<file path="config.mk">
export PLATFORM = sky130hd
export DESIGN_NAME = pipe_stage_skid
export DESIGN_NICKNAME = d
export VERILOG_FILES = /design/src/rtl/pipe_stage_skid_pkg.sv /design/src/rtl/pipe_stage_skid.sv
export SDC_FILE = /design/constraint.sdc
export NUM_CORES = 1
export LEC_CHECK = 0
export ABC_AREA = 1
export ABC_CLOCK_PERIOD_IN_PS = 2200
export CORE_AREA = 3 3 147 135
export CTS_BUF_LIST = sky130_fd_sc_hd__clkbuf_16
export DETAILED_ROUTE_END_ITERATION = 12
export DIE_AREA = 0 0 150 138
export GPL_TIMING_DRIVEN = 0
export SETUP_SLACK_MARGIN = 0.1
export SKIP_CTS_REPAIR_TIMING = 1
export SLEW_MARGIN = 10
export SYNTH_ARGS = -nofsm -noshare
export SYNTH_HDL_FRONTEND = slang
export SYNTH_SLANG_ARGS = --single-unit
export TNS_END_PERCENT = 10
</file>
<file path="constraint.sdc">
create_clock -name clk -period 2.2 [get_ports clk]
set_input_delay 0.33 -clock clk [delete_from_list [all_inputs] [get_ports clk]]
set_output_delay 0.33 -clock clk [all_outputs]
set_load 0.1 [all_outputs]
</file>
<file path="src/rtl/pipe_stage_skid_pkg.sv">
// Shared types and per-boundary payload layouts for pipe_stage_skid.
// Holds FSM encoding, field offsets/widths and derived kill masks.
package pipe_stage_skid_pkg;

  typedef enum logic [1:0] {
    ST_EMPTY = 2'd0,
    ST_ONE   = 2'd1,
    ST_FULL  = 2'd2
  } skid_state_e;

  localparam int XLEN = 64;

  localparam int WDATA_SRC_LENGTH = 2;
  localparam int WB_SEL_LENGTH    = 2;
  localparam int RD_LENGTH        = 5;
  localparam int FUNCT3_LENGTH    = 3;

  // ID -> EXE payload layout
  localparam int IE_REG_WE     = 0;
  localparam int IE_MEM_WE     = 1;
  localparam int IE_MEM_RE     = 2;
  localparam int IE_WDATA_SRC  = 3;
  localparam int IE_FUNCT3     = IE_WDATA_SRC + WDATA_SRC_LENGTH;
  localparam int IE_RD         = IE_FUNCT3 + FUNCT3_LENGTH;
  localparam int IE_RS1        = IE_RD + RD_LENGTH;
  localparam int IE_RS2        = IE_RS1 + XLEN;
  localparam int IE_IMM        = IE_RS2 + XLEN;
  localparam int IE_PC         = IE_IMM + XLEN;
  localparam int ID_EXE_W      = IE_PC + XLEN;

  // EXE -> MEM payload layout
  localparam int EM_REG_WE     = 0;
  localparam int EM_MEM_WE     = 1;
  localparam int EM_MEM_RE     = 2;
  localparam int EM_WDATA_SRC  = 3;
  localparam int EM_FUNCT3     = EM_WDATA_SRC + WDATA_SRC_LENGTH;
  localparam int EM_RD         = EM_FUNCT3 + FUNCT3_LENGTH;
  localparam int EM_ALU        = EM_RD + RD_LENGTH;
  localparam int EM_STORE      = EM_ALU + XLEN;
  localparam int EXE_MEM_W     = EM_STORE + XLEN;

  // MEM -> WB payload layout
  localparam int MW_REG_WE     = 0;
  localparam int MW_WB_SEL     = 1;
  localparam int MW_RD         = MW_WB_SEL + WB_SEL_LENGTH;
  localparam int MW_RESULT     = MW_RD + RD_LENGTH;
  localparam int MEM_WB_W      = MW_RESULT + XLEN;

  // Side-effect bits that must read 0 whenever the stage is empty.
  localparam logic [ID_EXE_W-1:0] ID_EXE_KILL =
    (ID_EXE_W'(1) << IE_REG_WE) |
    (ID_EXE_W'(1) << IE_MEM_WE) |
    (ID_EXE_W'(1) << IE_MEM_RE);

  localparam logic [EXE_MEM_W-1:0] EXE_MEM_KILL =
    (EXE_MEM_W'(1) << EM_REG_WE) |
    (EXE_MEM_W'(1) << EM_MEM_WE) |
    (EXE_MEM_W'(1) << EM_MEM_RE);

  localparam logic [MEM_WB_W-1:0] MEM_WB_KILL =
    (MEM_WB_W'(1) << MW_REG_WE);

endpackage

</file>
<file path="src/rtl/pipe_stage_skid.sv">
// Pipeline boundary register with 2-entry skid, flush and stall counter.
// Ports: clk/rst, flush, in_valid/in_ready/in_data, out_valid/out_ready/out_data, stall_cnt.
module pipe_stage_skid
  import pipe_stage_skid_pkg::*;
#(
  parameter int                DATA_W    = 64,
  parameter logic [DATA_W-1:0] KILL_MASK = {DATA_W{1'b0}},
  parameter int                CNT_W     = 16
) (
  input  logic              clk,
  input  logic              rst,
  input  logic              flush,
  input  logic              in_valid,
  output logic              in_ready,
  input  logic [DATA_W-1:0] in_data,
  output logic              out_valid,
  input  logic              out_ready,
  output logic [DATA_W-1:0] out_data,
  output logic [CNT_W-1:0]  stall_cnt
);

  skid_state_e       state_q, state_d;
  logic [DATA_W-1:0] main_q, main_d;
  logic [DATA_W-1:0] skid_q, skid_d;
  logic              in_ready_q, in_ready_d;
  logic [CNT_W-1:0]  cnt_q, cnt_d;

  logic accept;
  logic release_ev;
  logic stalled;

  assign out_valid  = (state_q != ST_EMPTY);
  assign in_ready   = in_ready_q;
  assign accept     = in_valid & in_ready_q;
  assign release_ev = out_valid & out_ready;
  assign stalled    = out_valid & ~out_ready;

  assign out_data   = out_valid ? main_q
                                : (main_q & ~KILL_MASK);
  assign stall_cnt  = cnt_q;

  always_comb begin
    state_d = state_q;
    main_d  = main_q;
    skid_d  = skid_q;
    if (flush) begin
      state_d = ST_EMPTY;
    end else begin
      unique case (state_q)
        ST_EMPTY: begin
          if (accept) begin
            main_d  = in_data;
            state_d = ST_ONE;
          end
        end
        ST_ONE: begin
          unique case (1'b1)
            accept & release_ev: begin
              main_d = in_data;
            end
            accept & ~release_ev: begin
              skid_d  = in_data;
              state_d = ST_FULL;
            end
            ~accept & release_ev: begin
              state_d = ST_EMPTY;
            end
            default: ;
          endcase
        end
        ST_FULL: begin
          // in_ready is low here, so only a release can happen.
          if (release_ev) begin
            main_d  = skid_q;
            state_d = ST_ONE;
          end
        end
        default: state_d = ST_EMPTY;
      endcase
    end
  end

  // Registered ready is derived from the next state so it is exact.
  always_comb begin
    in_ready_d = (state_d != ST_FULL);
  end

  always_comb begin
    cnt_d = cnt_q;
    if (stalled && (cnt_q != {CNT_W{1'b1}})) begin
      cnt_d = cnt_q + CNT_W'(1);
    end
  end

  always_ff @(posedge clk) begin
    if (rst) begin
      state_q    <= ST_EMPTY;
      main_q     <= '0;
      skid_q     <= '0;
      in_ready_q <= 1'b1;
      cnt_q      <= '0;
    end else begin
      state_q    <= state_d;
      main_q     <= main_d;
      skid_q     <= skid_d;
      in_ready_q <= in_ready_d;
      cnt_q      <= cnt_d;
    end
  end

endmodule

</file>
== Word-level counts from Yosys, hierarchy flattened ==
Index checks and enable logic that the tools add are counted.

* $add $sub $neg: 1
* Equal/unequal tests: 7
* Mux-type cells: 9
* Bitwise operators: 10
* Reduce and logical (&&, ||, !) cells: 6

{| class="wikitable"
|+ Operators by type and width
! operator !! number
|-
| $mux W64 || 3
|-
| $pmux W64 S3 || 1
|-
| $add A16 B1 Y16 const B || 1
|-
| $ne A16 B16 Y1 const B || 1
|-
| $ne A2 B2 Y1 const B || 4
|-
| $and A1 B1 Y1 || 6
|-
| $mux W2 || 3
|-
| $pmux W2 S3 || 1
|-
| $reduce_and A5 Y1 || 1
|-
| $not A1 Y1 || 4
|-
| $pmux W2 S2 || 1
|-
| $reduce_and A3 Y1 || 1
|-
| $reduce_bool A3 Y1 || 1
|-
| $eq A2 B1 Y1 const B || 1
|-
| $eq A2 B2 Y1 const B || 1
|-
| $logic_not A2 Y1 || 1
|-
| $reduce_bool A2 Y1 || 1
|-
| $logic_and A1 B1 Y1 || 1
|}

* Bits in registers: 147
* Input bits: 69
* Logic and storage cells: 38

== Longest topological paths before layout ==
* Depth in word-level cells: 8
* Mapped depth: 9

== Worst setup path after synthesis ==
Ideal clock, no wire load.

* Path kind: reg2reg
* Start: register cnt_q[0], in the netlist stall_cnt[0]
* End: register cnt_q[0], in the netlist stall_cnt[0]
* Setup time: 0.117 ns
* Data arrival time: 2.208 ns
* Slack: -0.125 ns
* Stages on the path, launching flop included: 10
* Buffers on the path: 1
* Clock period less this slack: 2.325 ns
* Cells stage by stage: dfxtp_1 ha_1 nand2_1 nor2_1 nand2_1 nor2_1 nor2_4 buf_6 nor2_1 nor2_1

* Longest elaborated chain between the ends: 2
* Elaborated cells on any way between the ends: 3

{| class="wikitable"
|+ RTL lines
! item !! RTL line !! RTL
|-
| from (decl) || pipe_stage_skid.sv:26 || <nowiki>logic [CNT_W-1:0] cnt_q, cnt_d;</nowiki>
|-
| from (signal assigned) || pipe_stage_skid.sv:107 || <nowiki>cnt_q <= cnt_d;</nowiki>
|-
| branches (longest 2 deep; another with $add A16 B1 Y16) || -- ||
|}

Parallel ways; which one is timed is not known.
A chain may end at the register's enable or synchronous reset.

== Worst setup path in the final report ==
* Start: input port out_ready
* End: register skid_q[12]

* Longest elaborated chain between the ends: 4

{| class="wikitable"
|+ RTL lines
! item !! RTL line !! RTL
|-
| from (decl) || pipe_stage_skid.sv:17 || <nowiki>input logic out_ready,</nowiki>
|-
| $and A1 B1 Y1 || pipe_stage_skid.sv:35 || <nowiki>assign release_ev = out_valid & out_ready;</nowiki>
|-
| $not A1 Y1 || pipe_stage_skid.sv:61 || <nowiki>accept & ~release_ev: begin</nowiki>
|-
| $and A1 B1 Y1 || pipe_stage_skid.sv:61 ||
|-
| $reduce_and A3 Y1 (no source line) || -- ||
|-
| to (signal assigned) || pipe_stage_skid.sv:105 || <nowiki>skid_q <= skid_d;</nowiki>
|-
| to (decl) || pipe_stage_skid.sv:24 || <nowiki>logic [DATA_W-1:0] skid_q, skid_d;</nowiki>
|}

Every way passes these cells.

==> results.cfg <==
[outcome]
outcome = complete, no violations

[pwr]
p_int_mw = 4.76
switching_share_pct = 32.6
leakage_nw = 4.72
p_comb_share_pct = 20.8
power-per-cell-area_mw_per_mm2 = 786
clkPwrFrac_pct = 38.9
p_sw_mw = 2.30
seqPwrFrac_pct = 40.3
peakVddDrop_mv = 0.518

[final_layout]
drive_gt1_share_pct = 8.55
syn2layout_area_growth_pct = 40.1
finalNetCount = 1147
n_antenna_cell = 0
utilization_pct = 48.9

[routing]
wl_per_cell_um = 14.1
num_vias = 6218
routed_wl_um = 18800
drc = 0
drtIter0Drc = 263
via_per_inst = 4.66
firstDrtPassIters = 4
drtAntennaViolNets = 0

[grt]
overflow = 0
grt_pass1_vias = 5952
grt_max_degree = 17
grt_usage_pct = 18.4
antenna_found_initial = 1
grt_first_pass_wirelength_um = 30700

[timing]
finalHoldViolCount = 0
clock_skew_ps = 10.9
worst_slew_pin_slew_ps = 1050
drv_slew = 0
min_period_ps = 1990
fmax_mhz = 504
rsz0062_at_grt = true
max-slew-margin-rel_pct = 30.0
setup_viol_count_final = 0
fin_tns_setup_ps = 0
layout_worst_path_cycle_share_pct = 90.3

[synth]
ys_types = 28
synth-xor-area-share_pct = 0.820
synth_area_leaders = dfxtp_1 46%, o21ai_0 10%, nand2_1 10%, nor2_1 10%, a21oi_1 3.9%
synth_common_cells = 172 x nand2_1, 172 x nor2_1, 147 x dfxtp_1, 132 x o21ai_0, 56 x inv_1
synth-seq-area-share_pct = 45.9
syn_avg_cell_area_um2 = 7.07
synth_top_family_by_area = simple AND/OR/NAND/NOR gates
syn_area_mm2 = 0.00641
synth_largest_area_cell = dfxtp_1
synth_edf_count = 0
postSynth.asyncResetShare_pct = 0
syn_inst = 906
synthAdderAreaFrac_pct = 0.586
synth-compound-area-share_pct = 15.5
synth_top_area_share_pct = 45.9
synth-seq-cells = 147
synth_top_flop_cell = dfxtp_1
syn_nets = 978
synth_mux_area_share_pct = 0
synth-simple-area-share_pct = 28.1
yosys_warnings = 0

[die]
core_area_mm2 = 0.0183
fp.dieH_um = 138
die_x_um = 150
rows = 47
initial_utilization_pct = 34.9
ioPinCount = 151
dieArea_mm2 = 0.0207

[worst_setup_path]
worstPathCellList = clkdlybuf4s50_1, inv_1, nor2_1, inv_1, ha_1, nand3_2, buf_4, clkbuf_1, o21ai_0, nor2_1
required_ps = 2560
path_class = in -> reg
path_delay_family = buffers and inverters
end_kind = flop
cpMaxStageDelayCell = clkdlybuf4s50_1
crit_fanout = 10
worstPathArrival_ps = 2350
crit_path_start_kind = input pin
crit_buf_inv = 5
regToRegSetupSlack_ps = 260
critPathMaxStageDelay_ps = 550

[clock_network]
clkSinkCount = 147
root_buffer = clkbuf_16
worstSkewPairLatency_ps = 420
cts_tree = built
cts_buffers = 17
clock_path_buffers = 2
clk_pin_slew_worst_paths_ps = 60
cts.htree.levels = 4

[hold_path]
worstHoldPathType = reg -> reg

[placed_design]
portBuffers = 150
dpl.hpwl_um = 13400
place.gp.congestion = 0.841

[job]
max_cap_viol_count = 0
worst register-to-register path, delay by kind of cell (launching register included):
kind | cells | cell delay, ps
buffers and inverters | 3 | 610
and+or+nand+nor | 4 | 480
DFF | 1 | 420
adders and majority gates | 1 | 210
AOI/OAI and AO/OA | 1 | 160
metrics by stage:
stage / hold slack (ps) / instance area, µm² / setup WS, ps / std cells / power, mW
2_1_floorplan: 409 / 6410 / 109 / 906 / 3.94
3_3_place_gp: 433 / 8220 / -275 / 1301 / 4.38
3_5_place_dp: 439 / 8220 / -278 / 1301 / 4.39
4_1_cts: 449 / 8780 / -355 / 1333 / 7.16
5_1_grt: 466 / 8980 / 29.3 / 1333 / 7.35
6_report: 447 / 8980 / 214 / 1333 / 7.06
registers in the layout (all words and copies together) (netlist names):
register and flops:
stall_cnt 16, state_q 2, skid_q 64, in_ready 1
out_data 64
power groups by stage:
stage | logic (mW) | clock network, mW | registers, mW
2_1_floorplan | 0.361 | 0 | 3.58
3_3_place_gp | 1.48 | 0 | 2.90
3_5_place_dp | 1.48 | 0 | 2.90
4_1_cts | 1.49 | 2.83 | 2.85
5_1_grt | 1.57 | 2.93 | 2.86
6_report | 1.47 | 2.74 | 2.84
cells by family (layout without fill, tap and decap cells):
kind of cell | Yosys count | after routing
AND/OR/NAND/NOR | 436 | 436
AO/OA/AOI/OAI | 193 | 193
flip-flops | 147 | 147
buffers and inverters | 121 | 303
XOR/XNOR | 6 | 6
adder cells (fa/ha/maj) | 3 | 3
final cells by class:
class / count / area [µm²]
inverters: 61 / 229
clock inverters: 15 / 135
flip-flops and latches: 147 / 2950
multi-input cells: 638 / 2880
repair buffers: 150 / 1700
plain buffers: 60 / 355
fillers: 1905 / 9370
well taps: 245 / 307
clock buffers: 17 / 425
path summary, 6_finish.rpt:
kind | from | endpoint | cells past startpoint
max reg2reg | state_q[0] | skid_q[12] | 9
min | skid_q[47] | skid_q[47] | 2
max | out_ready | skid_q[12] | 10
min reg2reg | skid_q[47] | skid_q[47] | 2
cells in the final DEF (no fill, tap or decap), types with 38 or more instances in the layout:
cell type and count:
dfxtp_1 143, clkdlybuf4s50_1 68, inv_1 57, nand3_1 38, nor2_1 172, o21ai_0 132, a21oi_1 50, dlymetal6s2s_1 81
nor3_1 38, nand2_1 172
per-layer routing:
| layer | vias to the layer above | share of wire (%) | track usage, % |
|---|---|---|---|
| met4 | 2 | 0.92 | 4.77 |
| met3 | 17 | 6.9 | 5.50 |
| met1 | 2802 | 48 | 25.5 |
| met2 | 139 | 44 | 28.0 |
| li1 | 3258 | - | - |
| met5 | - | 0.059 | 0 |
No activity file was read; power rests on OpenSTA's default activity.
==> edit, RTL diff (same settings) <==
The 3 states of `skid_state_e` get a one-hot encoding in 3 bits.
--- a/src/rtl/pipe_stage_skid_pkg.sv
+++ b/src/rtl/pipe_stage_skid_pkg.sv
@@ -2,10 +2,10 @@
 // Holds FSM encoding, field offsets/widths and derived kill masks.
 package pipe_stage_skid_pkg;
 
-  typedef enum logic [1:0] {
-    ST_EMPTY = 2'd0,
-    ST_ONE   = 2'd1,
-    ST_FULL  = 2'd2
+  typedef enum logic [2:0] {
+    ST_EMPTY = 3'b001,
+    ST_ONE   = 3'b010,
+    ST_FULL  = 3'b100
   } skid_state_e;
 
   localparam int XLEN = 64;
Behaviour: no difference found for any inputs over 4 cycles, from zero or initial values and one cycle with rst high; so few cycles prove little.
==> edit against the original RTL <==
Die area is the same. Global-route usage shrank 0.19 points. Critical path depth shrank 9. Synthesized area grew 7.8%. Via count grew 6.5%. Design area grew 6.4%. Setup slack lost 0.013 ns. Wire length is essentially flat. Sequential cell count grew 1. Non-clock buffer count grew 3. Power grew 8.8%. Critical endpoint is now stall_cnt[2]. Largest cell class is now multi-input gates. Largest power group is now the clock network.
==> edit: results (changes against the original RTL) <==
{| class="wikitable"
! Metric !! Value
|-
| Run status || completed
|-
| First-pass iteration count of the detailed router || 4 (unchanged)
|-
| Routed wirelength normalized by instance count || 12.9 µm (-8.2%)
|-
| Min-Delay Endpoint || skid_q[58]
|-
| Minimum setup slack after placement || -0.171 ns (+0.107 ns)
|-
| Capture point of the critical path || stall_cnt[2]
|-
| Antenna diode count || 0 (unchanged)
|-
| Total power || 7.68 mW (+8.8%)
|-
| Maximum clock skew at final layout || 0.00890 ns (-0.00196 ns)
|-
| Worst flop-to-flop path endpoint || stall_cnt[12]
|-
| Slew at the pin closest to its max-slew limit || 1.02 ns (-0.0301 ns)
|-
| Synth top area cells || dfxtp_1 (43%), nand2_1 (10%), inv_1 (8.3%)
|-
| Sequential-to-total area share from yosys stat || 42.9% (-3.0 points)
|-
| Number of H-tree levels || 4 (unchanged)
|-
| Detailed-placement wirelength estimate || 13500 µm (+0.98%)
|-
| Synthesized net count || 1096 (+12%)
|-
| Leak Pwr || 5.31 nW (+13%)
|-
| Maximum fanout count along the critical path || 7 (-3)
|-
| Wire length of the first global-routing pass || 30800 µm (+0.38%)
|-
| Startpoint of the worst setup timing path || stall_cnt[2]
|-
| Worst Hold Launch || skid_q[58]
|-
| Critical path's slowest cell || dlymetal6s2s_1
|-
| Root buffer cell || clkbuf_16
|-
| Most used standard cells in the synthesized netlist || nand2_1 (190), inv_1 (152), nor2_1 (152)
|-
| Biggest cell delay along the critical path || 0.79 ns (+0.24 ns)
|-
| Routed vias/inst || 4.56 (-2.2%)
|-
| Weighted congestion reported at the end of routability-driven placement || 0.840 (about the same)
|-
| Synth unique cells || 26 (-7.1%)
|-
| Worst IR Drop VDD || 0.000506 V (-2.3%)
|-
| Violation count after the first detailed-routing iteration || 284 (+8.0%)
|-
| Global-route total usage across every layer || 18.2% (-0.19 points)
|-
| Worst reg2reg startpoint || stall_cnt[0]
|-
| Timing-limited maximum frequency || 500 MHz (-0.64%)
|-
| Number of global-route vias before repair || 6190 (+4.0%)
|-
| Clk slew on worst S/H paths || 0.06 ns (about the same)
|-
| Cell type group with the largest total delay on the critical path || buffers and inverters
|-
| Number of antenna violations at the first check in global routing || 0 (-1)
|-
| Fraction of final layout cells with drive strength greater than 1 || 7.29% (-1.3 points)
|-
| Fraction of registers with async set or reset after synthesis || 0% (unchanged)
|-
| R2r setup slk || 0.41 ns (+0.15 ns)
|-
| Number of nets in the final layout || 1265 (+10%)
|}
==> edit: cell types whose count changed in the layout (fill, tap and decap cells not counted), moves of 20 or more <==
cell and change:
a21oi_1 +29, nor2_1 -20, nor3_1 -38, nand3_1 +35, o21ai_0 -24, inv_1 +96
==> edit: routing by layer <==
layer,vias to the layer above,global-route usage (%),wire (µm)
li1,3554,-,-
met1,2924,24.8,8990
met2,130,28.8,8550
met3,15,5.27,1090
met4,0,3.90,159
met5,-,0,0
==> edit: cells by family (layout without fill, tap and decap cells) <==
logic type	after synthesis	in the layout	share of synthesized area (%)
and+or+nand+nor	435	435	26.4
buffers and inverters	222	404	13.9
AOI/OAI and AO/OA	211	211	15.5
DFF	148	148	42.9
xor gates and xnor gates	7	7	0.887
adders and majority gates	2	2	0.362
==> edit: where the power goes <==
part	switching, mW	internal, mW	total (mW)
combinational	1.20	0.461	1.67
clock	1.16	2.00	3.16
sequential	0.0580	2.80	2.86
total	2.42	5.26	7.68
==> edit: tightest hold or removal path, cell delays in order, from the launching register on <==
cell and delay, ns:
dfxtp_1 0.29, inv_1 0.06, a21oi_1 0.05
==> edit: metrics by stage <==
stage / hold WS (ns) / area, µm² / cells
after CTS: 0.448 / 9360 / 1452
after global placement: 0.433 / 8720 / 1420
final: 0.446 / 9560 / 1452
after floorplan: 0.399 / 6910 / 1025
after global routing: 0.466 / 9560 / 1452
after detailed placement: 0.440 / 8720 / 1420
==> edit: layout make-up <==
| class | instances | area (µm²) |
|---|---|---|
| flip-flops and latches | 148 | 2970 |
| plain buffers | 63 | 364 |
| well taps | 245 | 307 |
| clock inverters | 15 | 211 |
| repair buffers | 150 | 1700 |
| inverters | 159 | 597 |
| fillers | 1875 | 8790 |
| multi-input cells | 655 | 2990 |
| clock buffers | 17 | 425 |
